$ cat config.mk
export PLATFORM = sky130hd
export DESIGN_NAME = timer_array
export DESIGN_NICKNAME = d
export VERILOG_FILES = /design/src/rtl/timer_pkg.sv /design/src/rtl/timer_channel.sv /design/src/rtl/timer_array.sv
export SDC_FILE = /design/constraint.sdc
export NUM_CORES = 1
export LEC_CHECK = 0
export BUFFER_PORTS_ARGS = -buffer_cell sky130_fd_sc_hd__buf_2
export CAP_MARGIN = 20
export CORE_ASPECT_RATIO = 0.9
export CORE_MARGIN = 1.5
export CORE_UTILIZATION = 30
export DETAILED_ROUTE_END_ITERATION = 10
export SLEW_MARGIN = 25
export SYNTH_ARGS = -nofsm -noshare
export SYNTH_HDL_FRONTEND = slang
export SYNTH_SLANG_ARGS = --single-unit
$ cat constraint.sdc
create_clock -name clk -period 10.78 [get_ports clk]
set_input_delay 0.539 -clock clk [delete_from_list [all_inputs] [get_ports clk]]
set_output_delay 0.539 -clock clk [all_outputs]
set_load 0.02 [all_outputs]
$ cat src/rtl/timer_pkg.sv
// Shared definitions for the timer array: register map, CTRL field
// positions, mode encodings and the per-channel state encoding.
package timer_pkg;

   localparam logic [1:0] REG_CTRL   = 2'd0;
   localparam logic [1:0] REG_PRESET = 2'd1;
   localparam logic [1:0] REG_COUNT  = 2'd2;
   localparam logic [1:0] REG_STATUS = 2'd3;

   localparam int unsigned CTRL_EN_BIT     = 0;
   localparam int unsigned CTRL_MODE_LSB   = 1;
   localparam int unsigned CTRL_IM_BIT     = 3;
   localparam int unsigned CTRL_PSC_LSB    = 8;
   localparam int unsigned STATUS_PEND_BIT = 0;

   localparam logic [1:0] MODE_ONESHOT  = 2'd0;
   localparam logic [1:0] MODE_PERIODIC = 2'd1;

   typedef enum logic [1:0] {
      CH_IDLE = 2'd0,
      CH_CNT  = 2'd1,
      CH_INT  = 2'd2
   } ch_state_e;

endpackage

$ cat src/rtl/timer_channel.sv
// One timer channel: CTRL/PRESET/COUNT/STATUS registers, prescaler,
// IDLE/CNT/INT sequencer and masked interrupt output.
module timer_channel
   import timer_pkg::*;
#(
   parameter int unsigned CNT_W = 32,
   parameter int unsigned PRE_W = 8
) (
   input  logic        clk,
   input  logic        reset,
   input  logic        wr_en,
   input  logic [1:0]  reg_sel,
   input  logic [31:0] din,
   output logic [31:0] rdata,
   output logic        irq
);

   ch_state_e        state_q, state_d;
   logic             en_q, en_d;
   logic [1:0]       mode_q, mode_d;
   logic             im_q, im_d;
   logic [PRE_W-1:0] psc_q, psc_d;
   logic [PRE_W-1:0] presc_q, presc_d;
   logic [CNT_W-1:0] preset_q, preset_d;
   logic [CNT_W-1:0] count_q, count_d;
   logic             pend_q, pend_d;
   logic             tick;
   logic             unused_din;

   assign tick       = (presc_q == psc_q);
   assign unused_din = ^din;

   always_comb begin
      state_d  = state_q;
      en_d     = en_q;
      mode_d   = mode_q;
      im_d     = im_q;
      psc_d    = psc_q;
      presc_d  = presc_q;
      preset_d = preset_q;
      count_d  = count_q;
      pend_d   = pend_q;

      // W1C is applied before the sequencer so a same-edge expiry re-sets PEND
      if (wr_en && reg_sel == REG_STATUS && din[STATUS_PEND_BIT])
         pend_d = 1'b0;

      case (state_q)
         CH_IDLE: begin
            if (en_q) begin
               count_d = preset_q;
               presc_d = '0;
               state_d = CH_CNT;
            end
         end
         CH_CNT: begin
            if (tick) begin
               presc_d = '0;
               if (count_q > CNT_W'(1)) begin
                  count_d = count_q - CNT_W'(1);
               end else begin
                  count_d = '0;
                  pend_d  = 1'b1;
                  state_d = CH_INT;
               end
            end else begin
               presc_d = presc_q + PRE_W'(1);
            end
         end
         CH_INT: begin
            if (mode_q == MODE_PERIODIC) begin
               count_d = preset_q;
               presc_d = '0;
               state_d = CH_CNT;
            end else begin
               en_d    = 1'b0;
               state_d = CH_IDLE;
            end
         end
         default: state_d = CH_IDLE;
      endcase

      // CPU CTRL write overrides the sequencer; EN=0 freezes COUNT and PEND
      if (wr_en && reg_sel == REG_CTRL) begin
         en_d   = din[CTRL_EN_BIT];
         mode_d = din[CTRL_MODE_LSB +: 2];
         im_d   = din[CTRL_IM_BIT];
         psc_d  = din[CTRL_PSC_LSB +: PRE_W];
         if (!din[CTRL_EN_BIT]) begin
            state_d = CH_IDLE;
            count_d = count_q;
            presc_d = presc_q;
            pend_d  = pend_q;
         end
      end

      if (wr_en && reg_sel == REG_PRESET)
         preset_d = din[CNT_W-1:0];
   end

   always_ff @(posedge clk or posedge reset) begin
      if (reset) begin
         state_q  <= CH_IDLE;
         en_q     <= 1'b0;
         mode_q   <= '0;
         im_q     <= 1'b0;
         psc_q    <= '0;
         presc_q  <= '0;
         preset_q <= '0;
         count_q  <= '0;
         pend_q   <= 1'b0;
      end else begin
         state_q  <= state_d;
         en_q     <= en_d;
         mode_q   <= mode_d;
         im_q     <= im_d;
         psc_q    <= psc_d;
         presc_q  <= presc_d;
         preset_q <= preset_d;
         count_q  <= count_d;
         pend_q   <= pend_d;
      end
   end

   always_comb begin
      rdata = '0;
      case (reg_sel)
         REG_CTRL: begin
            rdata[CTRL_EN_BIT]            = en_q;
            rdata[CTRL_MODE_LSB +: 2]     = mode_q;
            rdata[CTRL_IM_BIT]            = im_q;
            rdata[CTRL_PSC_LSB +: PRE_W]  = psc_q;
         end
         REG_PRESET: rdata[CNT_W-1:0]       = preset_q;
         REG_COUNT:  rdata[CNT_W-1:0]       = count_q;
         default:    rdata[STATUS_PEND_BIT] = pend_q;
      endcase
   end

   assign irq = pend_q & im_q;

endmodule

$ cat src/rtl/timer_array.sv
// Array of N_CH timer channels behind a word-addressed register port;
// top level only decodes addresses, muxes read data and ORs interrupts.
module timer_array #(
   parameter int unsigned N_CH  = 4,
   parameter int unsigned CNT_W = 32,
   parameter int unsigned PRE_W = 8
) (
   input  logic            clk,
   input  logic            reset,
   input  logic [7:2]      Addr,
   input  logic            WE,
   input  logic [31:0]     Din,
   output logic [31:0]     Dout,
   output logic [N_CH-1:0] IRQ,
   output logic            IRQ_any
);

   logic [3:0]  ch_sel;
   logic [1:0]  reg_sel;
   logic [31:0] rdata [N_CH];

   assign ch_sel  = Addr[7:4];
   assign reg_sel = Addr[3:2];

   generate
      for (genvar i = 0; i < N_CH; i++) begin : g_ch
         timer_channel #(
            .CNT_W(CNT_W),
            .PRE_W(PRE_W)
         ) u_ch (
            .clk    (clk),
            .reset  (reset),
            .wr_en  (WE && (ch_sel == 4'(i))),
            .reg_sel(reg_sel),
            .din    (Din),
            .rdata  (rdata[i]),
            .irq    (IRQ[i])
         );
      end
   endgenerate

   // Channels at or above N_CH never match, so they read as zero
   always_comb begin
      Dout = '0;
      for (int unsigned i = 0; i < N_CH; i++) begin
         if (ch_sel == 4'(i))
            Dout = rdata[i];
      end
   end

   assign IRQ_any = |IRQ;

endmodule

-- Word-level counts from Yosys, hierarchy flattened
Index checks and enable logic that the tools add are counted.
- bits in registers: 348
- input bits: 41
- output and inout bits: 37
- word-level logic and storage cells: 257
- $add $sub $neg: 8
- order comparisons: 4
- equality and inequality tests: 30
- muxes and demuxes: 140
- bitwise gates (word level): 4
- reductions and logical operators: 35
- operators by type and width (cell ; count):
    32-bit 2-to-1 mux ; 28
    32-bit one-hot mux with 3 select lines ; 4
    8-bit one-hot mux with 3 select lines ; 8
    8-bit 2-to-1 mux ; 20
    32-bit by 1-bit greater-than comparator with 1-bit output, second input constant ; 4
    16-bit one-hot mux with 2 select lines ; 4
    32-bit by 1-bit subtractor with 32-bit output, second input constant ; 4
    1-bit 2-to-1 mux ; 40
    2-bit 2-to-1 mux ; 20
    3-bit one-hot mux with 3 select lines ; 4
    8-bit by 1-bit adder with 8-bit output, second input constant ; 4
    8-bit == test ; 4
    4-bit one-hot mux with 2 select lines ; 4
    2-bit one-hot mux with 3 select lines ; 4
    1-bit logical AND ; 20
    2-bit by 1-bit == test with 1-bit output, second input constant ; 9
    2-bit != test, second input constant ; 8
    2-bit == test, second input constant ; 6
    1-bit one-hot mux with 3 select lines ; 4
    2-bit zero test ; 5
    4-bit by 2-bit == test with 1-bit output, second input constant ; 2
    2-bit AND reduction ; 4
    2-bit nonzero test ; 4
    1-bit bitwise AND ; 4
    3 further kinds ; 3

-- Depth between registers and ports, before layout
Gate-level depths: netlist (run 1).
- depth after elaboration: 10
- mapped depth: 11
- depth with buffers taken out: 8

-- By module
A second synthesis (run 1) with hierarchy kept.
- cell total of the unflattened synthesis: 2245
- area, all modules: 21566.9 µm²
- modules (own cells, without submodules) (module ; instances ; cells each ; area each (µm²)):
    timer_channel at g_ch[1].u_ch ; 1 ; 553 ; 5271.3
    timer_channel at g_ch[2].u_ch ; 1 ; 553 ; 5245.0
    timer_channel at g_ch[0].u_ch ; 1 ; 511 ; 4989.8
    timer_channel at g_ch[3].u_ch ; 1 ; 508 ; 4972.3
    timer_array ; 1 ; 120 ; 1088.5

-- Worst setup path before layout (run 1)
No wires, ideal clock.
- path type: input-to-output
- start: input Addr[2] in the netlist's numbering
- end: output Dout[0]
- arrival: 2.811 ns
- slack: 7.430 ns
- cell stages on the path: 6
- buffers on the path: 1
- cell sequence: inv_1 ha_1 clkbuf_1 a222oi_1 mux4_2 a2111oi_0
- cells in the longest elaborated chain, start to end: 6
- elaborated cells on any way between the ends: 11
- RTL lines (element ; RTL line ; RTL):
    from (decl) ; timer_array.sv:10 ; input logic [7:2] Addr,
    2-bit == test, or another cell as far along ; timer_channel.sv:127 ; case (reg_sel)
    1-bit one-hot mux with 3 select lines ; timer_channel.sv:127 ;
    32-bit 2-to-1 mux (3 in a row) ; timer_array.sv:46 ; if (ch_sel == 4'(i))
    32-bit 2-to-1 mux * ; timer_array.sv:46 ;
    to (decl) ; timer_array.sv:13 ; output logic [31:0] Dout,
Mark *: on every way between the ends. The rest lies on a longest branch, timed or not.

-- Worst setup path in the final report (run 1)
Same ends and word-level chain as after synthesis.

==> results.toml, run 1 <==
[outcome]
status = "finished, final reports clean"

[placement]
preCtsSetupSlack_ps = 6149
dp.final_hpwl_um = 55460
dp.cells = 2931
gp_congestion = 0.9734
io_buffers = 77

[cts]
cts_hold_buf = 0
cts.repair.resized = 0
cts_made_buffers = 41
cts_num_sinks = 348
h-tree-depth = 2
clk_latency_ps = 580
path_clk_slew_ps = 60
cts_root_buffer = "clkbuf_16"
tritoncts = "built"
cts_setup_buffers = 0
cts_max_path_buffers = 3

[synthesis]
yosys.area_share.simple_pct = 16.68
synthesis.nets = 2167
synth_seq_area_share_pct = 43.20
netlist_area_um2 = 20160
syn_avg_cell_area_um2 = 9.559
ys_async_sr_fraction_pct = 100.0
synth-edff-count = 0
yosys-top-cells-count = "dfrtp_1 (348), mux2_2 (172), o21ai_0 (170)"
synth_flop_cell = "dfrtp_1"
synthCells = 2109
synth_cell_types = 84
synth_xor_area_share_pct = 1.521
synthDominantCellAreaShare_pct = 43.20
yosys_warnings = 0
synth_top_family_by_area = "compound AO/OA/AOI/OAI gates"
ys_ff_latch = 348
synth_area_leader_cell = "dfrtp_1"
synth_fa_ha_area_share_pct = 1.055
synth_compound_area_share_pct = 23.36
synthTopCellsByArea = "dfrtp_1 (43%), mux2_2 (9.6%), o21ai_0 (4.2%)"
synth_mux_area_share_pct = 9.930
yosysMostFrequentCell = "dfrtp_1"

[die]
die_area_um2 = 68760
num_rows = 89
start_util_pct = 30.53
die_h_um = 248.9
fp.coreArea_um2 = 66030
io_pins = 78
die_x_um = 276.2

[route]
via_per_inst = 6.260
drc = 0
wirelength_um = 78590
wl_per_cell_um = 26.18
drtIter0Drc = 2752
ant_nets = 0
vias = 18794
dr.pass1.iters = 7

[global_route]
gr-total-overflow = 0
gr-usage-all-layers_pct = 22.28
grt_pass1_vias = 17688
grt_max_degree = 166
grt_pass1_wl_um = 118000
antenna_found_initial = 6

[timing]
setup_viol = 0
finalClockSkew_ps = 21.15
period_share_pct = 43.99
min_period_ps = 4743
drv_slew = 0
finalHoldViolations = 0
grt_setup_unrepaired = "no"
setup_tns_ps = 0
slew_headroom_pct = 33.71
fmax_mhz = 210.9
timing.final.ws_setup_ps = 6037
worst_pin_slew_ps = 991.8

[power_and_ir_drop]
p_int_mw = 2.891
power.combinational.fraction_pct = 27.5
p_sw_share_pct = 38.96
powerDensity_nw_per_um2 = 209.0
ir_drop_uv = 112.6
total_power_mw = 4.736
leakagePower_nw = 9.109
pwr-share-clk_pct = 29.2
netSwitchingPower_mw = 1.845
pwr-share-seq_pct = 43.3

[finish]
drive_above_1_share_pct = 18.57
fin_nets = 2169
finalNonFillerCells = 3002
area_growth_pct = 12.40
antenna_cells = 0

[critical_path]
cp_max_fo = 65
cp-start-kind = "input pin"
worstSetupPathType = "input pin to primary output"
end_kind = "primary output"
cp.arrival_ps = 4200
reg2regPathDepth = 7
r2r_start = "g_ch[0].u_ch.count_q[5]$_DFFE_PP0P_"
r2r_slack_ps = 7170
r2r-end = "g_ch[0].u_ch.count_q[20]$_DFFE_PP0P_"
cp.required_ps = 10240

[run]
cap_violations = 0

[hold_path]
hold_path_class = "input pin to asynchronous set/reset pin"
[layout make-up]
| type | count | area, um^2 |
|---|---|---|
| Timing Repair Buffer | 111 | 676.9 |
| Clock buffer | 58 | 1190 |
| Multi-Input combinational cell | 1549 | 10680 |
| Fill cell | 6681 | 43380 |
| Sequential cell | 348 | 8708 |
| Inverter | 60 | 232.7 |
| Tap cell | 864 | 1081 |
| Clock inverter | 12 | 92.59 |
[worst max-delay path, cell delays in order]
cell	delay (ps)
buf_2	140
inv_1	130
ha_4	690
buf_4	740
a222oi_1	150
mux4_2	520
a2111oi_1	920
buf_2	320
[worst max-delay path by stage]
stage / start / endpoint / slack, ps / cells after the start
finish: Addr[2] / Dout[0] / 6040 / 8
global route: Addr[2] / Dout[0] / 5980 / 8
CTS: Addr[2] / Dout[0] / 6180 / 8
detailed placement: Addr[2] / g_ch[3].u_ch.count_q[4]$_DFFE_PP0P_ / 6150 / 10
global placement: Addr[2] / Dout[0] / 5900 / 8
floorplan: reset / g_ch[0].u_ch.count_q[0]$_DFFE_PP0P_ / 590 / 1
[routing by layer]
metal  routed length [um]  track usage [%]  up-vias
met1                34690            33.30     9499
met2                33190            31.90     1095
li1                     -                -     8057
met5                    8                0        -
met4                 2672            7.609        2
met3                 8030            4.033      141
[logic make-up (layout without fill, tap and decap cells)]
family	Yosys count	in the layout
AO/OA/AOI/OAI	671	671
AND/OR/NAND/NOR	650	650
flip-flops	348	348
buffers and inverters	212	241
multiplexers	176	176
XOR/XNOR	35	35
adder cells (fa/ha/maj)	17	17
[metrics by stage]
step	cell area [um^2]	util, %	hold WS (ps)
6_report	22660	34.31	60.63
5_1_grt	22660	34.31	153.1
4_1_cts	22600	34.23	142.4
3_5_place_dp	21320	32.28	481.7
3_3_place_gp	21310	32.27	474.0
2_1_floorplan	20160	-	464.3
[registers in the layout (all words and copies together) (netlist names)]
signal / count
g_ch.u_ch.count_q: 128
g_ch.u_ch.en_q: 4
g_ch.u_ch.state_q: 8
g_ch.u_ch.presc_q: 32
g_ch.u_ch.im_q: 4
g_ch.u_ch.preset_q: 128
g_ch.u_ch.psc_q: 32
g_ch.u_ch.mode_q: 8
g_ch.u_ch.pend_q: 4
[cell usage in the layout, fill, tap and decap left out, drive strengths merged, types with 30 or more instances in the layout]
master  instances
clkbuf         58
o22ai          37
or3            30
mux2          172
nor2          119
nand2         168
nor4           39
xnor2          33
a22oi          58
dfrtp         348
inv            62
o21ai         177
a22o           47
nor3           66
a21oi          79
nand3          68
a32oi          35
nor2b          33
buf           111
[power groups by stage]
stage | clock [mW] | combinational, mW | sequential [mW]
after floorplan | 0 | 0.939 | 1.88
after global placement | 0 | 1.23 | 2.04
after detailed placement | 0 | 1.27 | 2.05
after CTS | 1.39 | 1.28 | 2.03
after global routing | 1.45 | 1.43 | 2.09
final | 1.38 | 1.30 | 2.05
(Power assumes the default switching activity.)
==> run 2, diff against run 1 <==
--- a/config.mk
+++ b/config.mk
@@ -5,6 +5,7 @@
 export SDC_FILE = /design/constraint.sdc
 export NUM_CORES = 1
 export LEC_CHECK = 0
+export ABC_AREA = 1
 export BUFFER_PORTS_ARGS = -buffer_cell sky130_fd_sc_hd__buf_2
 export CAP_MARGIN = 20
 export CORE_ASPECT_RATIO = 0.9
==> constraint.sdc (replaced) <==
create_clock -name clk -period 4.98 [get_ports clk]
set_input_delay 0.249 -clock clk [delete_from_list [all_inputs] [get_ports clk]]
set_output_delay 0.249 -clock clk [all_outputs]
set_load 0.02 [all_outputs]
==> results.toml, run 2 <==
[outcome]
status = "finished, final reports clean"

[cts]
tritoncts = "built"
cts_root_buffer = "clkbuf_16"
cts_num_sinks = 348
cts_setup_buffers = 0
h-tree-depth = 2
cts_made_buffers = 41
cts_max_path_buffers = 3
cts.repair.resized = 0
path_clk_slew_ps = 60
clk_latency_ps = 590

[route]
wl_per_cell_um = 19.43
via_per_inst = 5.117
vias = 21907
drc = 0
wirelength_um = 83200
dr.pass1.iters = 6
ant_nets = 0
drtIter0Drc = 2666

[synthesis]
synthDominantCellAreaShare_pct = 39.88
synthTopCellsByArea = "dfrtp_1 (40%), nand2_1 (19%), nor2_1 (7.7%)"
synthesis.nets = 3330
synth_flop_cell = "dfrtp_1"
yosysMostFrequentCell = "nand2_1"
yosys_warnings = 0
synth_area_leader_cell = "dfrtp_1"
synth_seq_area_share_pct = 39.88
synth-edff-count = 0
yosys-top-cells-count = "nand2_1 (1123), nor2_1 (450), dfrtp_1 (348)"
ys_async_sr_fraction_pct = 100.0
netlist_area_um2 = 21840
synth_cell_types = 46
ys_ff_latch = 348
syn_avg_cell_area_um2 = 6.674
synthCells = 3272

[finish]
final_cell_mix = "nand2_1 (1121), nor2_1 (450), dfrtp_1 (348)"
layout_commonest_cell = "nand2_1"
fin_nets = 3353
area_growth_pct = 12.42
top_regs = "g_ch.u_ch.count_q: 128 flops, g_ch.u_ch.preset_q: 128 flops"
design_area_um2 = 24550
drive_above_1_share_pct = 6.791

[timing]
finalHoldViolations = 0
grt_setup_unrepaired = "no"
period_share_pct = 63.15
min_period_ps = 3145
finalClockSkew_ps = 28.17
holdWs_ps = 18.89
slew_headroom_pct = 28.39
drv_slew = 0
setup_viol = 0
setup_tns_ps = 0
fmax_mhz = 318.0
worst_pin_slew_ps = 1072

[placement]
gp_congestion = 0.9574
dp.final_hpwl_um = 61150
io_buffers = 77
placed_area_um2 = 23060

[global_route]
grt_pass1_wl_um = 126000
grt_pass1_vias = 20088
grt_max_degree = 167
gr-usage-all-layers_pct = 22.14
gr-total-overflow = 0
antenna_found_initial = 9

[critical_path]
cp-start-kind = "input pin"
critPathSlowestCell = "buf_4"
crit_family = "buffers and inverters"
cp_max_fo = 64
cp_cell_sequence = "buf_2, inv_1, ha_4, buf_4, nand2_1, nand2_1, a21oi_1, o21ai_0, a21oi_1, nor3_1, buf_2"
reg2regPathDepth = 8
critPathBufInv = 4
end_kind = "primary output"
cp.required_ps = 4730
r2r-end = "g_ch[2].u_ch.count_q[29]$_DFFE_PP0P_"
r2r_start = "g_ch[2].u_ch.state_q[0]$_DFF_PP0_"
worstSetupPathType = "input pin to primary output"
cp.arrival_ps = 2900
r2r_slack_ps = 2080
cpPeakStageDelay_ps = 650

[die]
io_pins = 78
num_rows = 93
die_h_um = 259.0
start_util_pct = 30.42
die_x_um = 287.4
die_area_um2 = 74420
fp.coreArea_um2 = 71800

[power_and_ir_drop]
leakagePower_nw = 11.69
powerDensity_nw_per_um2 = 500.7
ir_drop_uv = 235.2

[hold_path]
min-delay-start = "Din[1]"
hold_path_class = "input pin to flip-flop"
min_path_cells = 3
hold_path_end = "g_ch[2].u_ch.mode_q[0]$_DFFE_PP0P_"

[run]
cap_violations = 0
-- run 2: report_power, final --
group	switching, mW	total (mW)	internal, mW
Combinational	3.12	4.71	1.58
Sequential	0.888	4.45	3.56
Clock	1.35	3.14	1.79
Total	5.36	12.3	6.93
-- run 2: layout make-up --
cell class	count	area (um^2)
timing repair buffer	116	745.7
clock inverter	19	201.4
inverter	307	1156
antenna	3	7.507
clock buffer	57	1156
tap	950	1189
sequential	348	8708
multi-input combinational	2481	11390
fill	7697	47250
-- run 2: kinds of logic (layout without fill, tap and decap cells) --
group,after synthesis,count (layout),share of synthesized area [%]
buf+inv,443,499,8.142
simple gates,1869,1869,34.75
compound gates,516,516,13.09
other cells,0,3,0
xor+xnor,79,79,3.168
flops,348,348,39.88
fa+ha+maj,17,17,0.9740
-- run 2: worst max path at each step --
stage / from / end / slack, ps / depth (start not counted)
6_report: Addr[3] / Dout[14] / 1840 / 11
3_5_place_dp: Addr[4] / g_ch[2].u_ch.count_q[29]$_DFFE_PP0P_ / 1730 / 12
3_3_place_gp: Addr[4] / g_ch[2].u_ch.count_q[21]$_DFFE_PP0P_ / 1790 / 13
4_1_cts: Addr[3] / Dout[14] / 1940 / 11
5_1_grt: Addr[3] / Dout[14] / 1740 / 11
2_1_floorplan: reset / g_ch[0].u_ch.count_q[0]$_DFFE_PP0P_ / 70 / 1
-- run 2: stage by stage --
step / cells / worst slack (ps) / power, mW / utilization, %
6_report: 4281 / 1835 / 12.29 / 34.19
2_1_floorplan: 3272 / 72.56 / 7.702 / -
3_3_place_gp: 4192 / 1787 / 9.036 / 32.12
4_1_cts: 4277 / 1942 / 12.24 / 34.13
3_5_place_dp: 4192 / 1734 / 9.073 / 32.12
5_1_grt: 4278 / 1740 / 13.19 / 34.18
-- run 2: repair_timing --
action / 4_1_cts / 5_1_grt
endpoints found under the hold margin: 20 / 0
endpoints found under the setup margin: 0 / 0
hold buffers: 9 / 0
-- run 2: metal layers --
| layer | up-vias | track usage, % | wire length (um) |
|---|---|---|---|
| li1 | 10502 | - | - |
| met5 | - | 0 | 32 |
| met3 | 121 | 5.703 | 8950 |
| met4 | 6 | 5.351 | 1851 |
| met2 | 962 | 33.11 | 35700 |
| met1 | 10316 | 31.65 | 36670 |
-- run 2: worst reg2reg max path, cell delays in order (launching register included) --
cell and delay [ps]:
dfrtp_1 410, inv_1 70, nor2_2 570, nand2_1 500, nand2_2 170, buf_4 380, inv_2 390, nor2_1 230
a21oi_1 50
